--- src/rtl/dma_pingpong_pkg.sv ---
// rtl/dma_pingpong_pkg.sv - shared types and helpers for the DMA ping-pong reader and writer
package dma_pingpong_pkg;

  localparam int WORD_W = 32;

  typedef enum logic [1:0] {
    IDLE    = 2'd0,
    FETCH   = 2'd1,
    PRESENT = 2'd2
  } rd_state_e;

  // Bank of an instruction index is its MSB; msb is the index of that bit.
  function automatic logic bank_of(input logic [31:0] idx, input logic [4:0] msb);
    return idx[msb];
  endfunction

endpackage

--- src/rtl/dma_pingpong_reader_if.sv ---
// rtl/dma_pingpong_reader_if.sv - instruction stream interface between reader and sequencer
interface dma_pingpong_reader_if #(
  parameter int TDATA_W = dma_pingpong_pkg::WORD_W * 4
);
  logic [TDATA_W-1:0] tdata;
  logic               tvalid;
  logic               tready;
  logic               tlast;

  modport master (output tdata, output tvalid, output tlast, input tready);
  modport slave  (input tdata, input tvalid, input tlast, output tready);
endinterface

--- src/rtl/dma_pingpong_word_assembler.sv ---
// rtl/dma_pingpong_word_assembler.sv - gathers BRAM words into one wide instruction buffer
module dma_pingpong_word_assembler #(
  parameter int WORD_W = 32,
  parameter int WORDS  = 4,
  localparam int SLOT_W = (WORDS > 1) ? $clog2(WORDS) : 1
) (
  input  logic                     clk,
  input  logic                     rst_n,
  input  logic                     in_valid,
  input  logic [SLOT_W-1:0]        in_slot,
  input  logic                     in_last,
  input  logic [WORD_W-1:0]        in_data,
  input  logic                     out_take,
  output logic                     out_valid,
  output logic [WORD_W*WORDS-1:0]  out_data
);
  logic [WORDS-1:0][WORD_W-1:0] words_q, words_d;
  logic                         full_q, full_d;

  // Merge the landing word so a completed instruction is visible the cycle its last word arrives.
  always_comb begin
    words_d = words_q;
    if (in_valid) words_d[in_slot] = in_data;
    out_valid = full_q | (in_valid & in_last);
    out_data  = words_d;
    full_d    = out_valid & ~out_take;
  end

  // Word storage and the "complete but not yet taken" flag.
  always_ff @(posedge clk or negedge rst_n) begin
    if (!rst_n) begin
      words_q <= '0;
      full_q  <= 1'b0;
    end else begin
      words_q <= words_d;
      full_q  <= full_d;
    end
  end
endmodule

--- src/rtl/dma_pingpong_reader.sv ---
// rtl/dma_pingpong_reader.sv - ping-pong BRAM reader to AXI4-Stream; option DMA_PINGPONG_READER_UNDERRUN_EN
module dma_pingpong_reader
  import dma_pingpong_pkg::*;
#(
  parameter int ADDR_WIDTH           = 17,
  parameter int WORDS_IN_INSTRUCTION = 4,
  parameter int BRAM_WIDTH           = 32,
  parameter int READ_LATENCY         = 1,
  localparam int IDX_W = ADDR_WIDTH - $clog2(WORDS_IN_INSTRUCTION)
) (
  input  logic                     M_AXIS_ACLK,
  input  logic                     M_AXIS_ARESETN,
  input  logic                     start,
  input  logic [31:0]              num_instructions,
  output logic                     bram_en,
  output logic [ADDR_WIDTH-1:0]    bram_addr,
  input  logic [BRAM_WIDTH-1:0]    bram_dout,
  output logic                     bram_clk,
  output logic                     bram_rst,
  dma_pingpong_reader_if.master    m_axis,
  output logic [IDX_W-1:0]         instruction_monitor,
  output logic                     busy,
  output logic                     done
`ifdef DMA_PINGPONG_READER_UNDERRUN_EN
  ,
  input  logic [1:0]               bank_filled,
  output logic                     underrun
`endif
);
  localparam int W      = WORDS_IN_INSTRUCTION;
  localparam int RL     = READ_LATENCY;
  localparam int LOG_W  = $clog2(W);
  localparam int SLOT_W = (W > 1) ? LOG_W : 1;
  localparam int DW     = BRAM_WIDTH * W;
  localparam logic [SLOT_W-1:0] LAST_SLOT = SLOT_W'(W - 1);

  rd_state_e                   state_q, state_d;
  logic                        busy_q, busy_d, done_q, done_d;
  logic [31:0]                 num_q, num_d, issued_q, issued_d, dlv_q, dlv_d;
  logic [1:0]                  outst_q, outst_d;
  logic                        fetch_act_q, fetch_act_d;
  logic [IDX_W-1:0]            fetch_idx_q, fetch_idx_d;
  logic [SLOT_W-1:0]           word_q, word_d;
  logic [RL-1:0]               rd_vld_q, rd_vld_d, rd_last_q, rd_last_d;
  logic [RL-1:0][SLOT_W-1:0]   rd_slot_q, rd_slot_d;
  logic [DW-1:0]               tdata_q, tdata_d;
  logic                        tvalid_q, tvalid_d, tlast_q, tlast_d;

  logic                        hs, last_hs, start_ok, boundary, bank_ok, begin_inst;
  logic [31:0]                 issued_eff;
  logic [1:0]                  outst_eff, outst_net;
  logic [IDX_W-1:0]            next_idx;
  logic                        asm_valid, asm_take;
  logic [DW-1:0]               asm_data;

`ifdef DMA_PINGPONG_READER_UNDERRUN_EN
  localparam int UR_LIMIT = 2 * W;
  localparam int UR_W     = $clog2(UR_LIMIT + 1);
  logic [UR_W-1:0]             ur_cnt_q, ur_cnt_d;
  logic                        underrun_q, underrun_d, ur_cond;
`endif

  dma_pingpong_word_assembler #(.WORD_W(BRAM_WIDTH), .WORDS(W)) u_asm (
    .clk      (M_AXIS_ACLK),
    .rst_n    (M_AXIS_ARESETN),
    .in_valid (rd_vld_q[RL-1]),
    .in_slot  (rd_slot_q[RL-1]),
    .in_last  (rd_last_q[RL-1]),
    .in_data  (bram_dout),
    .out_take (asm_take),
    .out_valid(asm_valid),
    .out_data (asm_data)
  );

  // Next-state: start acceptance, fetch issue with two-deep credit, read pipeline, output register.
  always_comb begin
    hs         = tvalid_q & m_axis.tready;
    last_hs    = hs & tlast_q;
    start_ok   = (state_q == IDLE) & start & (num_instructions != 32'd0);
    num_d      = start_ok ? num_instructions : num_q;
    issued_eff = start_ok ? 32'd0 : issued_q;
    outst_eff  = start_ok ? 2'd0 : outst_q;
    outst_net  = outst_eff - {1'b0, hs};
    next_idx   = (issued_eff == 32'd0) ? '0 : fetch_idx_q + IDX_W'(1);
    bank_ok    = 1'b1;
`ifdef DMA_PINGPONG_READER_UNDERRUN_EN
    if (next_idx[IDX_W-2:0] == '0)
      bank_ok = bank_filled[bank_of(32'(next_idx), 5'(IDX_W - 1))];
`endif
    // A new instruction may start only between instructions and while an output slot is free.
    boundary   = ~fetch_act_q | (word_q == LAST_SLOT);
    begin_inst = (busy_q | start_ok) & boundary & (issued_eff < num_d) &
                 (outst_net < 2'd2) & bank_ok;

    fetch_act_d = fetch_act_q;
    word_d      = word_q;
    fetch_idx_d = fetch_idx_q;
    issued_d    = issued_eff;
    if (fetch_act_q) begin
      if (word_q == LAST_SLOT) fetch_act_d = 1'b0;
      else                     word_d      = word_q + SLOT_W'(1);
    end
    if (begin_inst) begin
      fetch_act_d = 1'b1;
      word_d      = '0;
      fetch_idx_d = next_idx;
      issued_d    = issued_eff + 32'd1;
    end
    outst_d = outst_net + {1'b0, begin_inst};

    rd_vld_d  = RL'({rd_vld_q, fetch_act_q});
    rd_last_d = RL'({rd_last_q, (word_q == LAST_SLOT)});
    rd_slot_d = (RL * SLOT_W)'({rd_slot_q, word_q});

    asm_take = asm_valid & (~tvalid_q | hs);
    tvalid_d = tvalid_q & ~hs;
    tdata_d  = tdata_q;
    tlast_d  = tlast_q;
    if (asm_take) begin
      tvalid_d = 1'b1;
      tdata_d  = asm_data;
      tlast_d  = ((dlv_q + 32'(hs)) == (num_q - 32'd1));
    end
    dlv_d = start_ok ? 32'd0 : dlv_q + 32'(hs);

    busy_d = busy_q;
    if (start_ok) busy_d = 1'b1;
    if (last_hs)  busy_d = 1'b0;
    done_d = last_hs;

    if (!busy_d)       state_d = IDLE;
    else if (tvalid_d) state_d = PRESENT;
    else               state_d = FETCH;

`ifdef DMA_PINGPONG_READER_UNDERRUN_EN
    ur_cond  = busy_q & m_axis.tready & ~tvalid_q;
    ur_cnt_d = '0;
    if (ur_cond)
      ur_cnt_d = (ur_cnt_q == UR_W'(UR_LIMIT)) ? ur_cnt_q : ur_cnt_q + UR_W'(1);
    underrun_d = start_ok ? 1'b0 :
                 (underrun_q | (ur_cond & (ur_cnt_q == UR_W'(UR_LIMIT))));
`endif
  end

  // State register; reset drops every in-flight read and returns all outputs to idle values.
  always_ff @(posedge M_AXIS_ACLK or negedge M_AXIS_ARESETN) begin
    if (!M_AXIS_ARESETN) begin
      state_q     <= IDLE;
      busy_q      <= 1'b0;
      done_q      <= 1'b0;
      num_q       <= '0;
      issued_q    <= '0;
      dlv_q       <= '0;
      outst_q     <= '0;
      fetch_act_q <= 1'b0;
      fetch_idx_q <= '0;
      word_q      <= '0;
      rd_vld_q    <= '0;
      rd_last_q   <= '0;
      rd_slot_q   <= '0;
      tdata_q     <= '0;
      tvalid_q    <= 1'b0;
      tlast_q     <= 1'b0;
`ifdef DMA_PINGPONG_READER_UNDERRUN_EN
      ur_cnt_q    <= '0;
      underrun_q  <= 1'b0;
`endif
    end else begin
      state_q     <= state_d;
      busy_q      <= busy_d;
      done_q      <= done_d;
      num_q       <= num_d;
      issued_q    <= issued_d;
      dlv_q       <= dlv_d;
      outst_q     <= outst_d;
      fetch_act_q <= fetch_act_d;
      fetch_idx_q <= fetch_idx_d;
      word_q      <= word_d;
      rd_vld_q    <= rd_vld_d;
      rd_last_q   <= rd_last_d;
      rd_slot_q   <= rd_slot_d;
      tdata_q     <= tdata_d;
      tvalid_q    <= tvalid_d;
      tlast_q     <= tlast_d;
`ifdef DMA_PINGPONG_READER_UNDERRUN_EN
      ur_cnt_q    <= ur_cnt_d;
      underrun_q  <= underrun_d;
`endif
    end
  end

  assign bram_en             = fetch_act_q;
  assign bram_addr           = (ADDR_WIDTH'(fetch_idx_q) << LOG_W) | ADDR_WIDTH'(word_q);
  assign bram_clk            = M_AXIS_ACLK;
  assign bram_rst            = ~M_AXIS_ARESETN;
  assign m_axis.tdata        = tdata_q;
  assign m_axis.tvalid       = tvalid_q;
  assign m_axis.tlast        = tlast_q;
  assign instruction_monitor = fetch_idx_q;
  assign busy                = busy_q;
  assign done                = done_q;
`ifdef DMA_PINGPONG_READER_UNDERRUN_EN
  assign underrun            = underrun_q;
`endif
endmodule
--- src/flat_wrapper.sv ---
// flat-port wrapper written by rule: the top's interface ports become plain ports
module dma_pingpong_reader_flat import dma_pingpong_pkg::*;
#(
  parameter int ADDR_WIDTH           = 17,
  parameter int WORDS_IN_INSTRUCTION = 4,
  parameter int BRAM_WIDTH           = 32,
  parameter int READ_LATENCY         = 1,
  localparam int IDX_W = ADDR_WIDTH - $clog2(WORDS_IN_INSTRUCTION)
)
  (M_AXIS_ACLK, M_AXIS_ARESETN, start, num_instructions, bram_en, bram_addr, bram_dout, bram_clk, bram_rst, instruction_monitor, busy, done, m_axis_tdata, m_axis_tvalid, m_axis_tlast, m_axis_tready);
  dma_pingpong_reader_if m_axis_i ();
  input  logic M_AXIS_ACLK;
  input  logic M_AXIS_ARESETN;
  input  logic start;
  input  logic [31:0] num_instructions;
  output logic bram_en;
  output logic [ADDR_WIDTH-1:0] bram_addr;
  input  logic [BRAM_WIDTH-1:0] bram_dout;
  output logic bram_clk;
  output logic bram_rst;
  output logic [IDX_W-1:0] instruction_monitor;
  output logic busy;
  output logic done;
  output wire logic [$bits(m_axis_i.tdata)-1:0] m_axis_tdata;
  output wire logic [$bits(m_axis_i.tvalid)-1:0] m_axis_tvalid;
  output wire logic [$bits(m_axis_i.tlast)-1:0] m_axis_tlast;
  input wire logic [$bits(m_axis_i.tready)-1:0] m_axis_tready;
  assign m_axis_tdata = m_axis_i.tdata;
  assign m_axis_tvalid = m_axis_i.tvalid;
  assign m_axis_tlast = m_axis_i.tlast;
  assign m_axis_i.tready = m_axis_tready;
  dma_pingpong_reader #(.ADDR_WIDTH(ADDR_WIDTH), .WORDS_IN_INSTRUCTION(WORDS_IN_INSTRUCTION), .BRAM_WIDTH(BRAM_WIDTH), .READ_LATENCY(READ_LATENCY)) u_core (.M_AXIS_ACLK(M_AXIS_ACLK), .M_AXIS_ARESETN(M_AXIS_ARESETN), .start(start), .num_instructions(num_instructions), .bram_en(bram_en), .bram_addr(bram_addr), .bram_dout(bram_dout), .bram_clk(bram_clk), .bram_rst(bram_rst), .m_axis(m_axis_i), .instruction_monitor(instruction_monitor), .busy(busy), .done(done));
endmodule
--- config.mk ---
export PLATFORM = sky130hd
export DESIGN_NAME = dma_pingpong_reader_flat
export DESIGN_NICKNAME = d
export VERILOG_FILES = /design/src/rtl/dma_pingpong_pkg.sv /design/src/rtl/dma_pingpong_reader_if.sv /design/src/rtl/dma_pingpong_word_assembler.sv /design/src/rtl/dma_pingpong_reader.sv /design/src/flat_wrapper.sv
export SDC_FILE = /design/constraint.sdc
export NUM_CORES = 1
export LEC_CHECK = 0
export CAP_MARGIN = 5
export CORE_UTILIZATION = 38
export CTS_CLUSTER_DIAMETER = 50
export DETAILED_ROUTE_END_ITERATION = 10
export PLACE_DENSITY = 0.64
export SETUP_SLACK_MARGIN = 0.5
export SKIP_LAST_GASP = 1
export SLEW_MARGIN = 15
export SYNTH_ARGS = -nofsm -noshare
export SYNTH_HDL_FRONTEND = slang
export SYNTH_SLANG_ARGS = --single-unit
--- constraint.sdc ---
create_clock -name M_AXIS_ACLK -period 4.3 [get_ports M_AXIS_ACLK]
set_input_delay 0.86 -clock M_AXIS_ACLK [delete_from_list [all_inputs] [get_ports M_AXIS_ACLK]]
set_output_delay 0.86 -clock M_AXIS_ACLK [all_outputs]
set_load 0.01 [all_outputs]
* Word-level counts from Yosys, hierarchy flattened *
Index checks and enable logic that the tools add are counted.

word-level totals
  flip-flop bits (word level) = 383
  input port bits = 68
  output and inout bits = 167
  word-level logic and storage cells = 83

cells by class
  add/subtract/negate cells = 7
  order comparisons = 4
  equality and inequality tests = 3
  muxes and demuxes = 21
  bitwise operators = 21
  reductions and logical operators = 6

operator list
  cell                                                                    count
  32-bit two-way mux                                                      5
  128-bit bitwise mux                                                     1
  128-bit two-way mux                                                     1
  32-bit demux with 2-bit select                                          1
  32-bit by 1-bit adder with 32-bit output                                1
  32-bit by 1-bit adder with 32-bit output (second input constant)        1
  32-bit equality test                                                    1
  32-bit logical NOT                                                      1
  32-bit < comparator                                                     1
  32-bit nonzero test                                                     1
  32-bit by 1-bit subtractor with 32-bit output (second input constant)   1
  17-bit by 2-bit bitwise OR with 17-bit output                           1
  15-bit by 1-bit adder with 15-bit output (second input constant)        1
  15-bit two-way mux                                                      1
  2-bit two-way mux                                                       6
  1-bit AND                                                               11
  1-bit two-way mux                                                       6
  1-bit inverter                                                          5
  1-bit bitwise OR                                                        4
  2-bit by 3-bit < comparator with 1-bit output (second input constant)   1
  2-bit by 1-bit adder with 2-bit output                                  1
  2-bit by 1-bit adder with 2-bit output (second input constant)          1
  2-bit equality test (second input constant)                             1
  2-bit by 1-bit >= comparator with 1-bit output (second input constant)  1
  other kinds (7)                                                         7

* Logic depth before layout (Yosys ltp) *
  depth after elaboration = 9
  gate-level depth with buffers = 20

* Modules after synthesis *
From an unflattened synthesis, not the netlist that was laid out.

unflattened totals
  cells, all modules = 1501
  area total of the unflattened synthesis = 18016.0 um^2

modules (own cells, without submodules)
  module                       instances  cells an instance  area an instance (um^2)
  dma_pingpong_reader          1          1226               13232.7
  dma_pingpong_word_assembler  1          275                4783.3

==> impl_summary.md <==
Finish
Summing all non-filler instances in the final layout gives an area of 24,170 um2. The final layout contains 1,910 nets. The antenna diode instance count is 0. The final core utilization is 52.69%. The filler cells instantiated in the layout total 4,022. The signed area change from the synthesized netlist to the final layout is 35.58%.

Cells with a size suffix above 1 make up 32.32% of the layout.

Placement
Detailed placement finished with a half-perimeter wire length of 33,190 um. Buffers placed on the I/O ports in this run total 234. Routability-driven placement finished with a final weighted congestion of 0.8673.

Before CTS, the worst setup slack after placement is -1440 ps. The placed instances occupy a cell area of 21,930 um2.

Critical path
The cell that appears most often on the critical path is sky130_fd_sc_hd__buf_12. The critical path contains buffers and inverters numbering 7 combined. The endpoint identified for the worst register-to-register timing path is u_core.issued_q[21]$_DFF_PN0_. The type of destination of the critical path is a flip-flop. For this design, the slowest cell found on the critical path is sky130_fd_sc_hd__clkdlybuf4s50_1. The startpoint identified for the worst register-to-register timing path is u_core.state_q[1]$_DFF_PN0_. The cell family contributing the most delay on the critical path is buffers and inverters. The required time of the critical path is 4860 ps. STA classifies the critical path startpoint as an input port. The minimum setup slack among reg-to-reg paths is 340 ps. The critical path goes through clkdlybuf4s50_1 -> nor3b_2 -> buf_4 -> o21ai_4 -> buf_12 -> buf_4 -> and2_1 -> ha_1 -> nand4_1 -> or3_4 -> or3_4 -> buf_6 -> a2111oi_4 -> o311ai_4 -> o21ai_4 -> buf_12 -> buf_12 -> nor4_4 -> xor2_1. The most critical setup path has its startpoint at start. The number of cells on the worst reg-to-reg path is 18. The arrival time of data at the critical path endpoint is 4750 ps. The class of the most critical setup path is input port to flip-flop. The maximum fanout count along the critical path is 12. The worst stage delay on the critical path is 460 ps.

Global routing
Entering global routing, the biggest net connects 156 pins. Global routing used 20.18% of the available tracks across all layers. The number of antenna violations at the first check in global routing is 0. The residual overflow from global routing is 0. The via count of the first global-routing pass was 13,319. The wire length of the first global-routing pass is 75,010 um.

Routing
The routed layout has 12,812 vias. The first TritonRoute pass finished after 5 iterations. After detailed routing, the number of remaining DRC violations is 0.

Using the TritonRoute via totals, the vias-per-cell ratio works out to 5.249. The post-route antenna net violation count is 0. The average wire length per cell after detail routing is 19.55 um. The violation count after the first detailed-routing iteration is 512. For this block, the routed nets add up to 47,720 um of wire.

STA
The post-layout minimum cycle time is 4196 ps. The tightest hold path in the finished design has a slack of 65.44 ps. The max-slew headroom at the worst pin is 41.36%.

The highest attainable clock frequency is 0.2383 GHz. For the final database, setup skew stands at 17.19 ps. Setup violations remaining at the end of the flow were counted as 0. Setup repair after global routing could not meet its margin everywhere. The final worst-path setup slack is 103.7 ps. The final critical path takes up 97.59% of the cycle. After routing, the total negative slack on setup checks comes to 0 ps. The transition at the pin with the smallest max-transition slack is 879.7 ps. The number of endpoints with negative hold slack in the final report is 0. The final number of max-transition violations came to 0.

Die
The floorplan step set the die width to 218.6 um. The effective utilization at floorplan is 38.87%. For this design the top-level I/O count stands at 235. The area of the core is 45,870 um2. In this run the vertical extent of the chip is 218.6 um. Row generation in the floorplan step produced 78 rows. The die area is 47,780 um2.

Yosys
The total nets after synthesis is 1,544. The fraction of post-synthesis cell area in the top cell type by area is 53.76%. The total of warnings raised by yosys is 0. A synthesized cell averages 12.41 um2. sky130_fd_sc_hd__dfrtp_1 is the most common cell in the netlist. By count the netlist is led by 383 x sky130_fd_sc_hd__dfrtp_1, 263 x sky130_fd_sc_hd__mux2_2, 58 x sky130_fd_sc_hd__nor2_1. The number of flops mapped to enable cells by yosys is 0.

Among all flip-flop cells after synthesis, the most frequent one is sky130_fd_sc_hd__dfrtp_1. The largest area contributor in the netlist is sky130_fd_sc_hd__dfrtp_1. By area the synthesized netlist is led by sky130_fd_sc_hd__dfrtp_1 54%, sky130_fd_sc_hd__mux2_2 17%, sky130_fd_sc_hd__ha_1 2.7%. The count of mapped cells out of synthesis is 1,437. Summing every instance area after synthesis gives 17,830 um2. The post-synthesis register bit count is 383.

The async set-or-reset flop fraction in the synthesized netlist is 100.0%. The register area share after synthesis is 53.76%. Synthesis instantiated 65 different standard cells from the library.

Run
The count of maximum capacitance violations is 0.

Pwr
The combinational power share is 39.2%. Cell internal power was estimated by the tool at 0.01161 W. The portion of total power attributed to sequential cells is 34.9%. Net switching is 31.82% of the power. Across the VDD grid, the largest voltage drop is 0.4186 mV. The power density of the placed cells is 704.7 nW/um2. The share of total power in the clock network is 25.9%. The total net switching power is 0.005419 W. The static leakage power is 10.76 nW.

Clocking
The number of hold buffers added after CTS was 0. The clock insertion delay at the later pin of the skew report is 700 ps. The TritonCTS clock tree is done. Clock-pin slew was measured on the worst setup and hold paths at 60 ps.

Status
The flow ran to the end, and the final reports show no timing, DRC or antenna violations.

Min path
The tightest min-delay check is of the input port to asynchronous set/reset pin type.
-- layout by cell type (no fill, tap or decap), types with 28 or more instances in the layout --
master and instances:
sky130_fd_sc_hd__nor2_1 56, sky130_fd_sc_hd__mux2_2 263, sky130_fd_sc_hd__nor4_1 33, sky130_fd_sc_hd__inv_1 51, sky130_fd_sc_hd__dfrtp_1 383, sky130_fd_sc_hd__nand3_1 30
sky130_fd_sc_hd__xor2_1 36, sky130_fd_sc_hd__and2_1 28, sky130_fd_sc_hd__ha_1 35, sky130_fd_sc_hd__clkbuf_16 51, sky130_fd_sc_hd__buf_4 133, sky130_fd_sc_hd__nand2_1 48
sky130_fd_sc_hd__clkdlybuf4s50_1 201, sky130_fd_sc_hd__xnor2_1 50
-- worst max-delay path by stage --
stage,end,slack [ps],cells past startpoint
final,u_core.issued_q[21]$_DFF_PN0_,100,19
after global routing,u_core.instruction_monitor[10]$_DFFE_PN0P_,-20,18
after CTS,u_core.outst_q[1]$_DFF_PN0_,9,20
after detailed placement,u_core.issued_q[18]$_DFF_PN0_,-1440,15
after global placement,u_core.issued_q[15]$_DFF_PN0_,-1380,18
after floorplan,u_core.issued_q[10]$_DFF_PN0_,-140,18
-- worst register-to-register path, cell delays in order, from the launching register on --
cell and delay, ps:
sky130_fd_sc_hd__dfrtp_1 370, sky130_fd_sc_hd__nor3b_2 190, sky130_fd_sc_hd__buf_4 180, sky130_fd_sc_hd__o21ai_4 90, sky130_fd_sc_hd__buf_12 150, sky130_fd_sc_hd__buf_4 170, sky130_fd_sc_hd__and2_1 180, sky130_fd_sc_hd__ha_1 310
sky130_fd_sc_hd__nand4_1 150, sky130_fd_sc_hd__or3_4 360, sky130_fd_sc_hd__or3_4 390, sky130_fd_sc_hd__buf_6 130, sky130_fd_sc_hd__a2111oi_4 260, sky130_fd_sc_hd__o311ai_4 220, sky130_fd_sc_hd__o21ai_4 170, sky130_fd_sc_hd__buf_12 190
sky130_fd_sc_hd__buf_12 120, sky130_fd_sc_hd__nor4_4 40, sky130_fd_sc_hd__xor2_1 180
-- metal layers --
metal	part of all wire, %	track usage, %
met5	0	0
met4	3.0	6.713
met3	5.1	4.134
met2	48	32.91
met1	44	26.65
-- flip-flops by register name (all words and copies together) (netlist names) --
signal	cells
u_core.m_axis.tdata	128
u_core.rd_last_q	1
u_core.state_q	2
u_core.bram_en	1
u_core.outst_q	2
u_core.dlv_q	32
u_core.instruction_monitor	15
u_core.rd_slot_d	2
u_core.done	1
u_core.issued_q	32
u_core.u_asm.words_q	128
u_core.u_asm.full_q	1
u_core.num_q	32
u_core.rd_slot_q	2
u_core.m_axis.tvalid	1
u_core.m_axis.tlast	1
u_core.busy	1
u_core.rd_vld_q	1
-- power groups by stage --
stage / Combinational [W] / Clock, W / Sequential [W]
floorplan: 0.00351 / 0.0000192 / 0.00606
global placement: 0.00640 / 0.0000237 / 0.00593
detailed placement: 0.00654 / 0.0000237 / 0.00600
CTS: 0.00667 / 0.00453 / 0.00595
global route: 0.00724 / 0.00470 / 0.00612
finish: 0.00668 / 0.00441 / 0.00594
-- kinds of logic after synthesis --
logic type | after synthesis | share of synthesized area, %
buf+inv | 132 | 3.193
mux | 292 | 18.24
xor+xnor | 93 | 5.032
fa+ha+maj | 39 | 2.737
simple gates | 381 | 12.30
compound gates | 117 | 4.738
flops | 383 | 53.76
-- per-stage QoR --
step | power, W | std cells
global route | 0.01805 | 2441
CTS | 0.01715 | 2438
finish | 0.01703 | 2441
global placement | 0.01235 | 2338
detailed placement | 0.01256 | 2338
floorplan | 0.009593 | 1437
-- what timing repair did --
| item | in CTS | in global routing |
|---|---|---|
| resized for setup | 131 | 31 |
| pin swaps | 20 | 17 |
| setup endpoints to repair | 52 | 53 |
| cloned | 2 | 0 |
| setup buffers | 8 | 3 |
-- cell type report --
type / instances / area (um2) / share of cell area, %
Timing Repair Buffer: 394 / 3761 / 15.56
Tap cell: 600 / 750.7 / 3.106
Inverter: 51 / 191.4 / 0.7921
Clock buffer: 70 / 1444 / 5.974
Sequential cell: 383 / 9584 / 39.65
Multi-Input combinational cell: 922 / 8094 / 33.49
Clock inverter: 21 / 344.1 / 1.424
Power figures use the tool's default switching activity.
